--- src/rtl/serial_div.sv ---
// Multi-cycle restoring divider for the EX stage. It produces one quotient bit per clock
// and returns {remainder, quotient} with a ready flag.
module serial_div #(
    parameter int DATA_W = 32,
    parameter int CNT_W  = 6
) (
    input  logic                clk,
    input  logic                rst,
    input  logic                signed_div_i,
    input  logic [DATA_W-1:0]   opdata1_i,
    input  logic [DATA_W-1:0]   opdata2_i,
    input  logic                start_i,
    input  logic                annul_i,
    output logic [2*DATA_W-1:0] result_o,
    output logic                ready_o
);

    typedef enum logic [1:0] {FREE, BYZERO, ON, END} state_t;

    state_t            state;
    logic [CNT_W-1:0]  cnt;
    logic [DATA_W-1:0] dvd;      // dividend magnitude, refilled with quotient bits
    logic [DATA_W-1:0] dvs;
    logic [DATA_W-1:0] rem;
    logic              signed_q;
    logic              neg1_q;
    logic              neg2_q;

    logic [DATA_W:0]   shifted;
    logic [DATA_W:0]   trial;
    logic              q_bit;
    logic [DATA_W-1:0] rem_nxt;
    logic [DATA_W-1:0] quo_nxt;
    logic [DATA_W-1:0] quo_fix;
    logic [DATA_W-1:0] rem_fix;
    logic [DATA_W-1:0] abs1;
    logic [DATA_W-1:0] abs2;

    always_comb begin
        shifted = {rem, dvd[DATA_W-1]};
        trial   = shifted - {1'b0, dvs};
        q_bit   = ~trial[DATA_W];
        rem_nxt = q_bit ? trial[DATA_W-1:0] : shifted[DATA_W-1:0];
        quo_nxt = {dvd[DATA_W-2:0], q_bit};
        // The quotient is negative when the operand signs differ. The remainder follows the dividend.
        quo_fix = (signed_q && (neg1_q ^ neg2_q)) ? (~quo_nxt + 1'b1) : quo_nxt;
        rem_fix = (signed_q && neg1_q) ? (~rem_nxt + 1'b1) : rem_nxt;
        abs1    = (signed_div_i && opdata1_i[DATA_W-1]) ? (~opdata1_i + 1'b1) : opdata1_i;
        abs2    = (signed_div_i && opdata2_i[DATA_W-1]) ? (~opdata2_i + 1'b1) : opdata2_i;
    end

    always_ff @(posedge clk or posedge rst) begin
        if (rst) begin
            state    <= FREE;
            cnt      <= '0;
            dvd      <= '0;
            dvs      <= '0;
            rem      <= '0;
            signed_q <= 1'b0;
            neg1_q   <= 1'b0;
            neg2_q   <= 1'b0;
            result_o <= '0;
            ready_o  <= 1'b0;
        end else begin
            case (state)
                FREE: begin
                    ready_o  <= 1'b0;
                    result_o <= '0;
                    if (start_i && !annul_i) begin
                        if (opdata2_i == '0) begin
                            state <= BYZERO;
                        end else begin
                            state    <= ON;
                            dvd      <= abs1;
                            dvs      <= abs2;
                            rem      <= '0;
                            cnt      <= '0;
                            signed_q <= signed_div_i;
                            neg1_q   <= opdata1_i[DATA_W-1];
                            neg2_q   <= opdata2_i[DATA_W-1];
                        end
                    end
                end
                BYZERO: begin
                    state    <= END;
                    result_o <= '0;
                    ready_o  <= 1'b1;
                end
                ON: begin
                    if (annul_i) begin
                        state    <= FREE;
                        ready_o  <= 1'b0;
                        result_o <= '0;
                    end else begin
                        dvd <= quo_nxt;
                        rem <= rem_nxt;
                        cnt <= cnt + 1'b1;
                        if (cnt == CNT_W'(DATA_W - 1)) begin
                            state    <= END;
                            result_o <= {rem_fix, quo_fix};
                            ready_o  <= 1'b1;
                        end
                    end
                end
                END: begin
                    if (!start_i) begin
                        state    <= FREE;
                        ready_o  <= 1'b0;
                        result_o <= '0;
                    end
                end
                default: state <= FREE;
            endcase
        end
    end

endmodule

--- config.mk ---
export PLATFORM = sky130hd
export DESIGN_NAME = serial_div
export DESIGN_NICKNAME = d
export VERILOG_FILES = /design/src/rtl/serial_div.sv
export SDC_FILE = /design/constraint.sdc
export NUM_CORES = 1
export LEC_CHECK = 0
export ABC_AREA = 1
export ABC_CLOCK_PERIOD_IN_PS = 8800
export CAP_MARGIN = 20
export CORE_ASPECT_RATIO = 0.9
export CORE_MARGIN = 8
export CORE_UTILIZATION = 39
export DETAILED_ROUTE_END_ITERATION = 10
export GPL_TIMING_DRIVEN = 0
export PLACE_DENSITY_LB_ADDON = 0.08
export SYNTH_ARGS = -nofsm -noshare
export SYNTH_HDL_FRONTEND = slang
export SYNTH_SLANG_ARGS = --single-unit
export TNS_END_PERCENT = 30
--- constraint.sdc ---
create_clock -name clk -period 8.8 [get_ports clk]
set_input_delay 2.64 -clock clk [delete_from_list [all_inputs] [get_ports clk]]
set_output_delay 2.64 -clock clk [all_outputs]
set_load 0.02 [all_outputs]
# == Word level (Yosys, flattened, before mapping) ==
# Cells that the tools add are included.
# word_totals
register_bits,172
input_bits,69
output_inout_bits,65
word_cells,77
# classes
add_sub_neg,6
n_eq_ne,9
n_mux,31
n_bitwise,7
reduce_logical,14
# op_table
operator,count
32-bit 2-to-1 mux,11
64-bit 2-to-1 mux,3
64-bit case mux with 3 select lines,1
"32-bit by 1-bit adder with 32-bit output, second input constant",4
32-bit NOT,4
32-bit case mux with 2 select lines,2
33-bit by 32-bit subtractor with 33-bit output,1
32-bit logical NOT,1
6-bit 2-to-1 mux,3
6-bit case mux with 2 select lines,1
2-bit 2-to-1 mux,5
"2-bit != test, second input constant",4
2-bit case mux with 4 select lines,1
"6-bit by 1-bit adder with 6-bit output, second input constant",1
"6-bit by 5-bit equality test with 1-bit output, second input constant",1
3-bit AND reduction,2
1-bit logical AND,5
"2-bit equality test, second input constant",2
1-bit case mux with 4 select lines,1
4-bit AND reduction,1
1-bit 2-to-1 mux,3
"3-bit != test, second input constant",1
"2-bit by 1-bit equality test with 1-bit output, second input constant",1
2-bit logical NOT,1
other kinds (6),7

# == Longest topological paths before layout ==
# Gate-level depths: netlist (run 1).
# depth
depth_word,8
mapped_depth,30
depth_no_buf,29

# == Least setup slack after synthesis (run 1) ==
# No wires, ideal clock.
# synth_timing
path_type,input to register
from,in opdata1_i[1]
to,reg dvd[28]
setup_ps,125
t_arrival_ps,4484
required_ps,8675
slack_ps,4191
path_stages,16
n_path_buf,0
cell_sequence,inv_1 > ha_1 > nand2_1 > nor2_1 > nand2_1 > nor3_2 > nand3_1 > nor3_1 > nand2_1 > o21ai_1 > nand2_1 > nor2_1 > nand2_1 > xor2_1 > o21ai_0 > o21ai_1
# synth_between
elab_chain_cells,6
# synth_lines
item,line,source
start: declaration,10,"input logic [DATA_W-1:0] opdata1_i,"
32-bit NOT,48,abs1 = (signed_div_i && opdata1_i[DATA_W-1]) ? (~opdata1_i + 1'b1) : opdata1_i;
32-bit by 1-bit adder with 32-bit output,48,
32-bit 2-to-1 mux,48,
32-bit 2-to-1 mux,70,if (opdata2_i == '0) begin
32-bit 2-to-1 mux,69,if (start_i && !annul_i) begin
32-bit case mux with 2 select lines,65,case (state)
end signal: assignment,74,dvd <= abs1;
end signal: assignment,95,dvd <= quo_nxt;
end: declaration,22,logic [DATA_W-1:0] dvd;
# Every way passes these cells. The select of a mux whose other input is x is not followed.
# A chain may end at the register's enable or synchronous reset.

# == Worst setup path after layout (run 1) ==
# layout_timing
from,in opdata2_i[0]
to,reg dvd[24]
# layout_between
elab_chain_cells,3
# layout_lines
item,line,source
start: declaration,11,"input logic [DATA_W-1:0] opdata2_i,"
32-bit logical NOT,70,
2-bit != test (no source line),--,
4-bit AND reduction (no source line),--,
# Every way passes these cells.

==> summary.txt, run 1 <==
Logic synthesis
  • Synth area leader: dfrtp_1
  • Most frequent cells after synthesis: 733 x nand2_1, 309 x inv_1, 189 x nor2_1, 172 x dfrtp_1, 143 x o21ai_0
  • Synth top area share: a little under a third
  • Synthesized net count: ~2300
  • Synth async-reset ratio: 100.0%
  • YS warnings: 0
  • Prevailing post-synth register cell: dfrtp_1
  • Count of cell types in the netlist: 50
  • Sequential area share after synthesis: roughly a third
  • Cell count after synthesis: 2148
  • Cell Area, Synth: about 14000 um^2
  • Syn Area/Cell: around 6.4 um^2
  • Count leader, synth: nand2_1
  • Top cells by area, synth: dfrtp_1 31%, nand2_1 20%, inv_1 8.5%
  • Seq cells post-synth: 172
  • Number of synthesized flops with an enable pin: 0

Cells and area
  • Antenna diodes: 0
  • Area delta synth->final: 18.58%
  • Final nets: around 2400
  • Fraction of layout cells with a size suffix above 1: about 5.3%

Power
  • Pleak: 8.264 nW
  • Pwr dens: between 400 and 500 nW/um^2
  • Seq pwr share: a little under a fifth
  • Switching share of power: 57.50%
  • Internal Pwr Total: roughly 0.0032 W
  • Comb power frac: between 70% and 80%
  • P_sw: around 0.0044 W
  • Peak supply drop: 0.1854 mV
  • Clock power frac: between 10% and 20%

Floorplanning
  • Die X: roughly 210 um
  • # rows: 65
  • CORE AREA: 34810 um^2
  • Top Ports: around 130
  • Die footprint: 41340 um^2
  • Starting Density: about 39%
  • Die Ht: about 190 um

Clock network
  • Skew-Pair Late Insertion Delay: ~0.44 ns
  • H-tree levels: 4
  • CTS Sinks: approximately 170
  • CTS tree: done
  • PostCTS Resize Cnt: 0
  • Num CTS Buffers: 17
  • Root Buffer: clkbuf_16
  • Post-CTS Repair Setup Buffers: 0
  • CTS Hold Bufs: 0
  • CTS max path bufs: 2
  • Worst-path clk slew: roughly 0.070 ns

Placement
  • Worst slack at placement: between 3 and 4 ns
  • GPL Wtd Cong: a little over 0.9
  • DP HPWL: just over 40000 um
  • Port bufs: around 130

Worst setup path
  • WS Path Type: input port to flip-flop
  • Worst setup SP type: input port
  • WP data arrival: 5.65 ns
  • CP Max Fanout: 10
  • Crit end category: flip-flop
  • WP data required: a little over 9 ns

Global route
  • Total track usage: about a quarter
  • Largest net degree at the start of global routing: 123
  • Gr ovfl total: 0
  • First-pass GRT wire length: around 78000 um
  • Vias in the first global route: around 14000
  • Initial antenna violation count: 0

STA
  • Max Freq: roughly 190 MHz
  • Tcrit/Tclk final: between 60% and 70%
  • Slew @ Worst Pin: between 0.8 and 0.9 ns
  • Clk_skew: between 0.015 and 0.02 ns
  • Final hold vios: 0
  • Final Max Slew Viols: 0
  • Slew headroom: roughly 44%
  • Worst Hold Margin: slightly below 0.5 ns
  • Setup ws final: about 3.5 ns
  • RSZ-0062 raised after global routing: false
  • Endpoints failing setup: 0
  • Min cycle time layout: between 5 and 6 ns

Route
  • Routed WL: 49770 um
  • Total number of vias: about 14000
  • Drt pass-1 iters: 6
  • Remaining antenna violation count: 0
  • WL per Instance: 17.89 um
  • DR iter-0 viols: 1206
  • Drt drc: 0
  • Vias per cell: between 5 and 6

Worst hold path
  • Worst Hold Class: flip-flop to flip-flop

Run status
  • Run status: completed

Flow run
  • Max-cap violations: 0
## area by class of cell
class	count	area (um^2)
buffer	66	311.5
clock buffer	20	456.7
clock inverter	11	132.6
fill	3739	18590
inverter	315	1190
multi-input combinational	1595	7883
sequential	172	4304
tap	469	586.8
timing repair buffer	134	1359
## layer usage
layer	GRT usage, %	share of wire (%)
met1	32.79	47
met2	38.16	45
met3	4.800	5.9
met4	7.841	2.9
met5	0	0
## final timing paths
check	start	cells after the start	slack, ns	to
setup / recovery	opdata2_i[0]	16	3.45	dvd[24]$_DFFE_PP0P_
hold / removal	result_o[35]$_DFFE_PP0P_	2	0.48	result_o[35]$_DFFE_PP0P_
setup reg to reg	dvd[31]$_DFFE_PP0P_	29	4.07	result_o[26]$_DFFE_PP0P_
hold reg to reg	result_o[35]$_DFFE_PP0P_	2	0.48	result_o[35]$_DFFE_PP0P_
max in group asynchronous	rst	3	5.22	dvd[11]$_DFFE_PP0P_
min in group asynchronous	rst	2	2.62	result_o[39]$_DFFE_PP0P_
## layout by cell type, fill, tap and decap left out, types with 11 or more instances in the layout
cell type / Yosys / layout
nand3b_1: 11 / 11
nor4_1: 12 / 12
nor3_1: 14 / 14
inv_1: 309 / 308
o22ai_1: 29 / 29
o211ai_1: 18 / 18
nor2_1: 189 / 189
nand3_1: 139 / 139
o21ai_1: 20 / 20
ha_1: 41 / 41
nor2_2: 11 / 11
xnor2_1: 12 / 12
o21ai_0: 143 / 143
buf_2: 12 / 12
clkdlybuf4s50_1: 0 / 133
clkbuf_16: 0 / 17
clkbuf_1: 39 / 40
a21oi_1: 53 / 53
dfrtp_1: 172 / 172
nand2_1: 733 / 733
nand2_2: 25 / 25
xor2_1: 56 / 56
nand4_1: 27 / 27
## registers in the layout, summed over array words and instances (netlist names), 2 cells and up
name,flops
result_o,64
state,2
cnt,6
dvd,32
dvs,32
rem,32
## kinds of logic (layout without fill, tap and decap cells)
kind of cell	after synthesis	in the layout	synth area share (%)
AND/OR/NAND/NOR	1188	1188	36.96
buffers and inverters	381	546	10.92
AO/OA/AOI/OAI	297	297	12.41
flip-flops	172	172	31.46
XOR/XNOR	68	68	4.353
adder cells (fa/ha/maj)	42	42	3.896
## per-stage QoR
stage	util (%)	power, W	cells	TNS [ns]	area, um^2
after floorplan	-	0.004991	2148	0	13680
after global placement	44.81	0.006716	2750	-199.04	15600
after detailed placement	44.91	0.006749	2751	0	15630
after CTS	46.61	0.007557	2782	0	16220
after global routing	46.61	0.008270	2782	0	16220
final	46.61	0.007573	2782	0	16220
## critical path: stages
cell and delay (ns):
clkdlybuf4s50_1 0.42, inv_1 0.11, ha_1 0.20, nand4_1 0.15, nor3_2 0.25, nand3_1 0.19, nand3b_4 0.22, nor2_2 0.12
nand4_1 0.12, nand2_1 0.10, nor2_1 0.09, a21oi_4 0.31, inv_2 0.18, buf_2 0.23, o21ai_0 0.18, o22ai_1 0.11
## power by group through the flow
stage	combinational [W]	sequential, W	clock [W]
floorplan	0.00355	0.00144	0
global placement	0.00527	0.00145	0
detailed placement	0.00530	0.00145	0
CTS	0.00533	0.00144	0.000791
global route	0.00597	0.00148	0.000821
finish	0.00535	0.00144	0.000783
No activity file was read; power rests on OpenSTA's default activity.
==> run 2, diff against run 1 <==
- ABC_CLOCK_PERIOD_IN_PS: 8800 -> 5100
- clock period: 8.8 -> 5.1 ns (I/O delays scaled with it)
==> run 2 against run 1 <==
  * Clock power is 84% higher
  * Register-to-register slack worse by 3.6 ns
  * Die area stayed put
  * Power is 74% higher
  * Setup slack worse by 3.0 ns
  * First-iteration DRC count is 4.3% lower
  * Routed wire length is 1.5% higher
  * Sequential cell count stayed put
  * Sequential power is 73% higher
  * Sequential share of layout area is 0.18 points lower
  * Combinational power is 73% higher
  * Largest cell class unchanged
  * Highest routed layer unchanged
==> summary.txt, run 2 (synthesis results as in run 1) <==
STA
  • Final Max Slew Viols: 0 (unchanged)
  • Final hold vios: 0 (unchanged)
  • Setup ws final: 0.4935 ns (-2.961 ns)
  • Min cycle time layout: approximately 4.6 ns
  • Endpoints failing setup: 0 (unchanged)
  • Worst Hold Margin: 0.4818 ns (-0.001322 ns)
  • Max Freq: 217.1 MHz
  • RSZ-0062 raised after global routing: false
  • Setup TNS: 0 ns (unchanged)
  • Slew headroom: 40.84% (-3.6 points)
  • Clk_skew: 0.01590 ns (+0.0007709 ns)
  • Slew @ Worst Pin: 0.8874 ns (+0.06274 ns)
  • Tcrit/Tclk final: between 90% and 100%

Global route
  • Largest net degree at the start of global routing: 42 (-66%)
  • Gr ovfl total: 0 (unchanged)
  • Total track usage: 24.45% (+0.25 points)
  • Vias in the first global route: 14000 (+0.71%)
  • Initial antenna violation count: 0 (unchanged)
  • First-pass GRT wire length: 78580 um (+1.3%)

Floorplanning
  • Die footprint: 41340 um^2 (unchanged)
  • Top Ports: 134 (unchanged)
  • Die Ht: 193.7 um (unchanged)
  • # rows: 65 (unchanged)
  • CORE AREA: 34810 um^2 (unchanged)
  • Starting Density: 39.30% (unchanged)
  • Die X: 213.4 um (unchanged)

Placement
  • Placed instance count: 2755 (+0.15%)
  • GPL Wtd Cong: 0.9208 (-0.70%)
  • DP HPWL: 41320 um (+1.2%)
  • Port bufs: 133 (unchanged)
  • Worst slack at placement: 0.4220 ns (-2.616 ns)

Worst hold path
  • Worst Hold Class: flip-flop to flip-flop
  • Hold_sp: result_o[40]$_DFFE_PP0P_
  • Hold Crit Depth: 2 (unchanged)
  • Hold Path Sink: result_o[40]$_DFFE_PP0P_

Worst setup path
  • CP Max Fanout: 10 (unchanged)
  • Startpoint of the worst-slack reg-to-reg timing path: dvs[0]$_DFFE_PP0P_
  • Slowest CP cell: dfrtp_1
  • WP data required: 5.42 ns (-3.68 ns)
  • Family with the most delay on the worst path: simple AND/OR/NAND/NOR gates
  • Slowest stage delay, CP: 0.47 ns (+0.05 ns)
  • Worst reg2reg path depth: 28 (-3.4%)
  • RR Endpoint: result_o[26]$_DFFE_PP0P_
  • WP data arrival: 4.92 ns (-0.73 ns)
  • WS Path Type: flip-flop to flip-flop
  • Worst-case register-to-register setup slack: 0.49 ns (-3.58 ns)
  • WP buf/inv: 2 (-2)
  • Crit end category: flip-flop
  • Worst path depth: 28 (+12)
  • Worst setup SP type: flip-flop

Route
  • Remaining antenna violation count: 0 (unchanged)
  • Drt drc: 0 (unchanged)
  • WL per Instance: 18.13 um (+1.4%)
  • Total number of vias: 14300 (+0.43%)
  • Drt pass-1 iters: 5 (-1)
  • Routed WL: 50540 um (+1.5%)
  • Vias per cell: 5.131 (+0.25%)
  • DR iter-0 viols: 1154 (-4.3%)

Run status
  • Run status: completed

Clock network
  • Root Buffer: clkbuf_16
  • CTS max path bufs: 2 (unchanged)
  • CTS tree: done
  • H-tree levels: 4 (unchanged)
  • Skew-Pair Late Insertion Delay: 0.44 ns (about the same)
  • Post-CTS Repair Setup Buffers: 0 (unchanged)
  • CTS Sinks: 172 (unchanged)
  • Num CTS Buffers: 17 (unchanged)
  • CTS Hold Bufs: 0 (unchanged)
  • Worst-path clk slew: 0.07 ns (about the same)

Cells and area
  • Final nets: 2416 (+0.17%)
  • Top reg by flops: result_o
  • Most frequent cells in the layout: 733 x nand2_1, 308 x inv_1, 189 x nor2_1
  • Flip-flop count of the largest register after layout: 64 (unchanged)
  • Area delta synth->final: 19.40%
  • Most common cell after layout, fill and taps aside: nand2_1
  • Fraction of layout cells with a size suffix above 1: 5.524% (+0.21 points)
  • Finished Layout Cells: 2787 (+0.18%)

Flow run
  • Max-cap violations: 0 (unchanged)

Power
  • Peak supply drop: 0.3199 mV (+73%)
  • Total Power Consumption: 0.01317 W (+74%)
  • Pwr dens: 806.4 nW/um^2 (+73%)
  • Pleak: 8.310 nW (+0.55%)
[run 2: per-stage QoR]
stage / area, um^2 / utilization (%)
3_3_place_gp: 15600 / 44.82
3_5_place_dp: 15700 / 45.11
5_1_grt: 16330 / 46.92
6_report: 16330 / 46.93
4_1_cts: 16330 / 46.91
2_1_floorplan: 13680 / -
[run 2: per-layer routing]
| layer | up-vias | routed length, um | GRT usage (%) |
|---|---|---|---|
| met5 | - | 0 | 0 |
| met4 | 0 | 1440 | 7.435 |
| met3 | 70 | 3351 | 5.026 |
| met2 | 419 | 22540 | 38.89 |
| met1 | 6668 | 23210 | 32.91 |
| li1 | 7144 | - | - |
[run 2: power breakdown]
group	switching [W]	internal (W)	total, W
Clock	0.000599	0.000837	0.00144
Combinational	0.00637	0.00288	0.00925
Sequential	0.000561	0.00193	0.00249
Total	0.00753	0.00564	0.0132
[run 2: worst min-delay path, cell delays in order, from the launching register on]
cell,delay (ns)
dfrtp_1,0.34
nand2_1,0.05
o21ai_0,0.06
[run 2: layout make-up]
| type | count | area (um^2) |
|---|---|---|
| timing repair buffer | 138 | 1431 |
| sequential | 172 | 4304 |
| buffer | 66 | 311.5 |
| inverter | 315 | 1186 |
| clock buffer | 19 | 442.9 |
| fill | 3707 | 18470 |
| antenna | 1 | 2.502 |
| tap | 469 | 586.8 |
| multi-input combinational | 1595 | 7888 |
| clock inverter | 12 | 181.4 |
[run 2: worst max path at each step]
stage                                    from                       end
after floorplan                           rst        cnt[0]$_DFFE_PP0P_
after global placement                    rst       dvs[12]$_DFFE_PP0P_
after detailed placement         opdata2_i[0]       dvd[24]$_DFFE_PP0P_
after CTS                  dvs[0]$_DFFE_PP0P_  result_o[26]$_DFFE_PP0P_
after global routing      dvd[31]$_DFFE_PP0P_  result_o[26]$_DFFE_PP0P_
final                      dvs[0]$_DFFE_PP0P_  result_o[26]$_DFFE_PP0P_
[run 2: repair_timing]
| action | 4_1_cts | 5_1_grt |
|---|---|---|
| gates resized for setup | 0 | 1 |
| setup endpoints to repair | 0 | 2 |
| endpoints found under the hold margin | 0 | 0 |
==> run 3, diff against run 2 <==
- CORE_UTILIZATION: 39 -> 59
==> run 3 against run 2 <==
  * Worst hold slack improved by 0.00053 ns
  * Non-clock buffer count fell by 1
  * Final area fell by 1.5%
  * Setup slack got worse by 0.063 ns
  * Sequential cell count did not move
  * Critical endpoint is now result_o[24]$_DFFE_PP0P_
==> summary.txt, run 3 (synthesis results as in run 1) <==
Global route
  • Vias in the first global route: 14540 (+3.8%)
  • Gr ovfl total: 0 (unchanged)
  • Total track usage: 33.46% (+9.0 points)
  • Largest net degree at the start of global routing: 43 (+2.4%)
  • First-pass GRT wire length: 75200 um (-4.3%)
  • Initial antenna violation count: 0 (unchanged)

Worst setup path
  • WP data arrival: 5.03 ns (+0.11 ns)
  • Slowest stage delay, CP: 0.40 ns (-0.07 ns)
  • Slowest CP cell: fa_1
  • Worst reg2reg path depth: 28 (unchanged)
  • Worst setup SP type: flip-flop
  • CP endpoint: result_o[24]$_DFFE_PP0P_
  • RR Endpoint: result_o[24]$_DFFE_PP0P_
  • Startpoint of the worst-slack reg-to-reg timing path: dvd[31]$_DFFE_PP0P_
  • Crit path from: dvd[31]$_DFFE_PP0P_
  • Worst path most repeated cell: nand2_4
  • Worst-case register-to-register setup slack: 0.43 ns (-0.06 ns)
  • WS Path Type: flip-flop to flip-flop
  • WP data required: 5.46 ns (+0.04 ns)
  • CP Max Fanout: 10 (unchanged)
  • Crit end category: flip-flop

Placement
  • Placed instance count: 2587 (-6.1%)
  • GPL Wtd Cong: 0.9954 (+8.1%)
  • Port bufs: 133 (unchanged)
  • Dpl cell area: 15470 um^2 (-1.5%)
  • DP HPWL: 37700 um (-8.8%)

Cells and area
  • Antenna diodes: 0 (-1)
  • Flip-flop count of the largest register after layout: 64 (unchanged)
  • Area delta synth->final: 17.61%
  • Finished Layout Cells: 2619 (-6.0%)
  • Most frequent cells in the layout: 733 x nand2_1, 308 x inv_1, 189 x nor2_1
  • Final nets: 2415 (-0.041%)
  • Util after Layout: 69.72% (+23 points)
  • # fillers: 2080 (-44%)
  • Top reg by flops: result_o
  • Most common cell after layout, fill and taps aside: nand2_1
  • Fraction of layout cells with a size suffix above 1: 5.524% (unchanged)
  • Design area: 16090 um^2 (-1.5%)

Clock network
  • Skew-Pair Late Insertion Delay: 0.44 ns (about the same)
  • Root Buffer: clkbuf_16
  • H-tree levels: 4 (unchanged)
  • CTS Sinks: 172 (unchanged)
  • Post-CTS Repair Setup Buffers: 0 (unchanged)
  • PostCTS Resize Cnt: 0 (unchanged)
  • Num CTS Buffers: 17 (unchanged)
  • CTS max path bufs: 2 (unchanged)
  • Worst-path clk slew: 0.07 ns (about the same)
  • CTS tree: done
  • CTS Hold Bufs: 0 (unchanged)

Flow run
  • Max-cap violations: 0 (unchanged)

STA
  • Setup TNS: 0 ns (unchanged)
  • RSZ-0062 raised after global routing: false
  • Final Max Slew Viols: 0 (unchanged)
  • Tcrit/Tclk final: 91.57% (+1.2 points)
  • Slew headroom: 46.04% (+5.2 points)
  • Endpoints failing setup: 0 (unchanged)
  • Max Freq: 214.1 MHz (-1.4%)
  • Clk_skew: 0.01488 ns (-0.001015 ns)
  • Min cycle time layout: 4.670 ns (+0.06349 ns)
  • Slew @ Worst Pin: 0.8094 ns (-0.07794 ns)
  • Final hold vios: 0 (unchanged)

Route
  • WL per Instance: 18.00 um (-0.74%)
  • Drt pass-1 iters: 6 (+1)
  • Routed WL: 47150 um (-6.7%)
  • DR iter-0 viols: 1596 (+38%)
  • Remaining antenna violation count: 0 (unchanged)
  • Total number of vias: 14880 (+4.0%)
  • Drt drc: 0 (unchanged)
  • Vias per cell: 5.680 (+11%)

Floorplanning
  • Die footprint: 28320 um^2 (-31%)
  • Starting Density: 59.28% (+20 points)
  • # rows: 53 (-18%)
  • Die Ht: 160.5 um (-17%)
  • CORE AREA: 23080 um^2 (-34%)
  • Die X: 176.5 um (-17%)
  • Top Ports: 134 (unchanged)

Run status
  • Run status: completed

Worst hold path
  • Worst Hold Class: flip-flop to flip-flop
run 3: cell type report:
type / count / area, um^2 / share of cell area [%]
buffer: 66 / 311.5 / 1.936
clock buffer: 20 / 466.7 / 2.900
clock inverter: 12 / 150.1 / 0.9331
sequential: 172 / 4304 / 26.75
multi-input combinational: 1595 / 7883 / 48.99
tap: 302 / 377.9 / 2.348
inverter: 315 / 1186 / 7.372
timing repair buffer: 137 / 1411 / 8.771
run 3: metal layers:
metal / vias up / GRT usage, % / wire (um)
li1: 7128 / - / -
met5: - / 0 / 0
met4: 0 / 16.34 / 2207
met2: 751 / 52.52 / 21090
met3: 138 / 4.623 / 3924
met1: 6860 / 44.74 / 19920
run 3: stage by stage:
step	worst slack [ns]	hold slack [ns]
after floorplan	1.373	0.4530
after global placement	-0.09695	0.4665
after detailed placement	0.4288	0.4655
after CTS	0.5246	0.4853
final	0.4300	0.4823
after global routing	0.06470	0.4935
run 3: how the worst min path moves through the flow:
stage               slack (ns)                       end  depth (start not counted)                     start
floorplan                 0.45       dvs[10]$_DFFE_PP0P_                          2       dvs[10]$_DFFE_PP0P_
detailed placement        0.47  result_o[19]$_DFFE_PP0P_                          2  result_o[19]$_DFFE_PP0P_
finish                    0.48  result_o[19]$_DFFE_PP0P_                          2  result_o[19]$_DFFE_PP0P_
global route              0.49  result_o[39]$_DFFE_PP0P_                          2  result_o[39]$_DFFE_PP0P_
global placement          0.47  result_o[37]$_DFFE_PP0P_                          2  result_o[37]$_DFFE_PP0P_
CTS                       0.49  result_o[19]$_DFFE_PP0P_                          2  result_o[19]$_DFFE_PP0P_
run 3: worst max-delay path: cells and delay by family, from the launching register on:
family | cells | cell delay (ns)
buf+inv | 3 | 0.44
flops | 1 | 0.32
fa+ha+maj | 3 | 0.84
compound gates | 2 | 0.30
simple gates | 20 | 2.66
Power of run 3 is left out: the tool's default activity adds up to more than one toggle a clock period on the data nets, which glitch-free logic cannot reach.
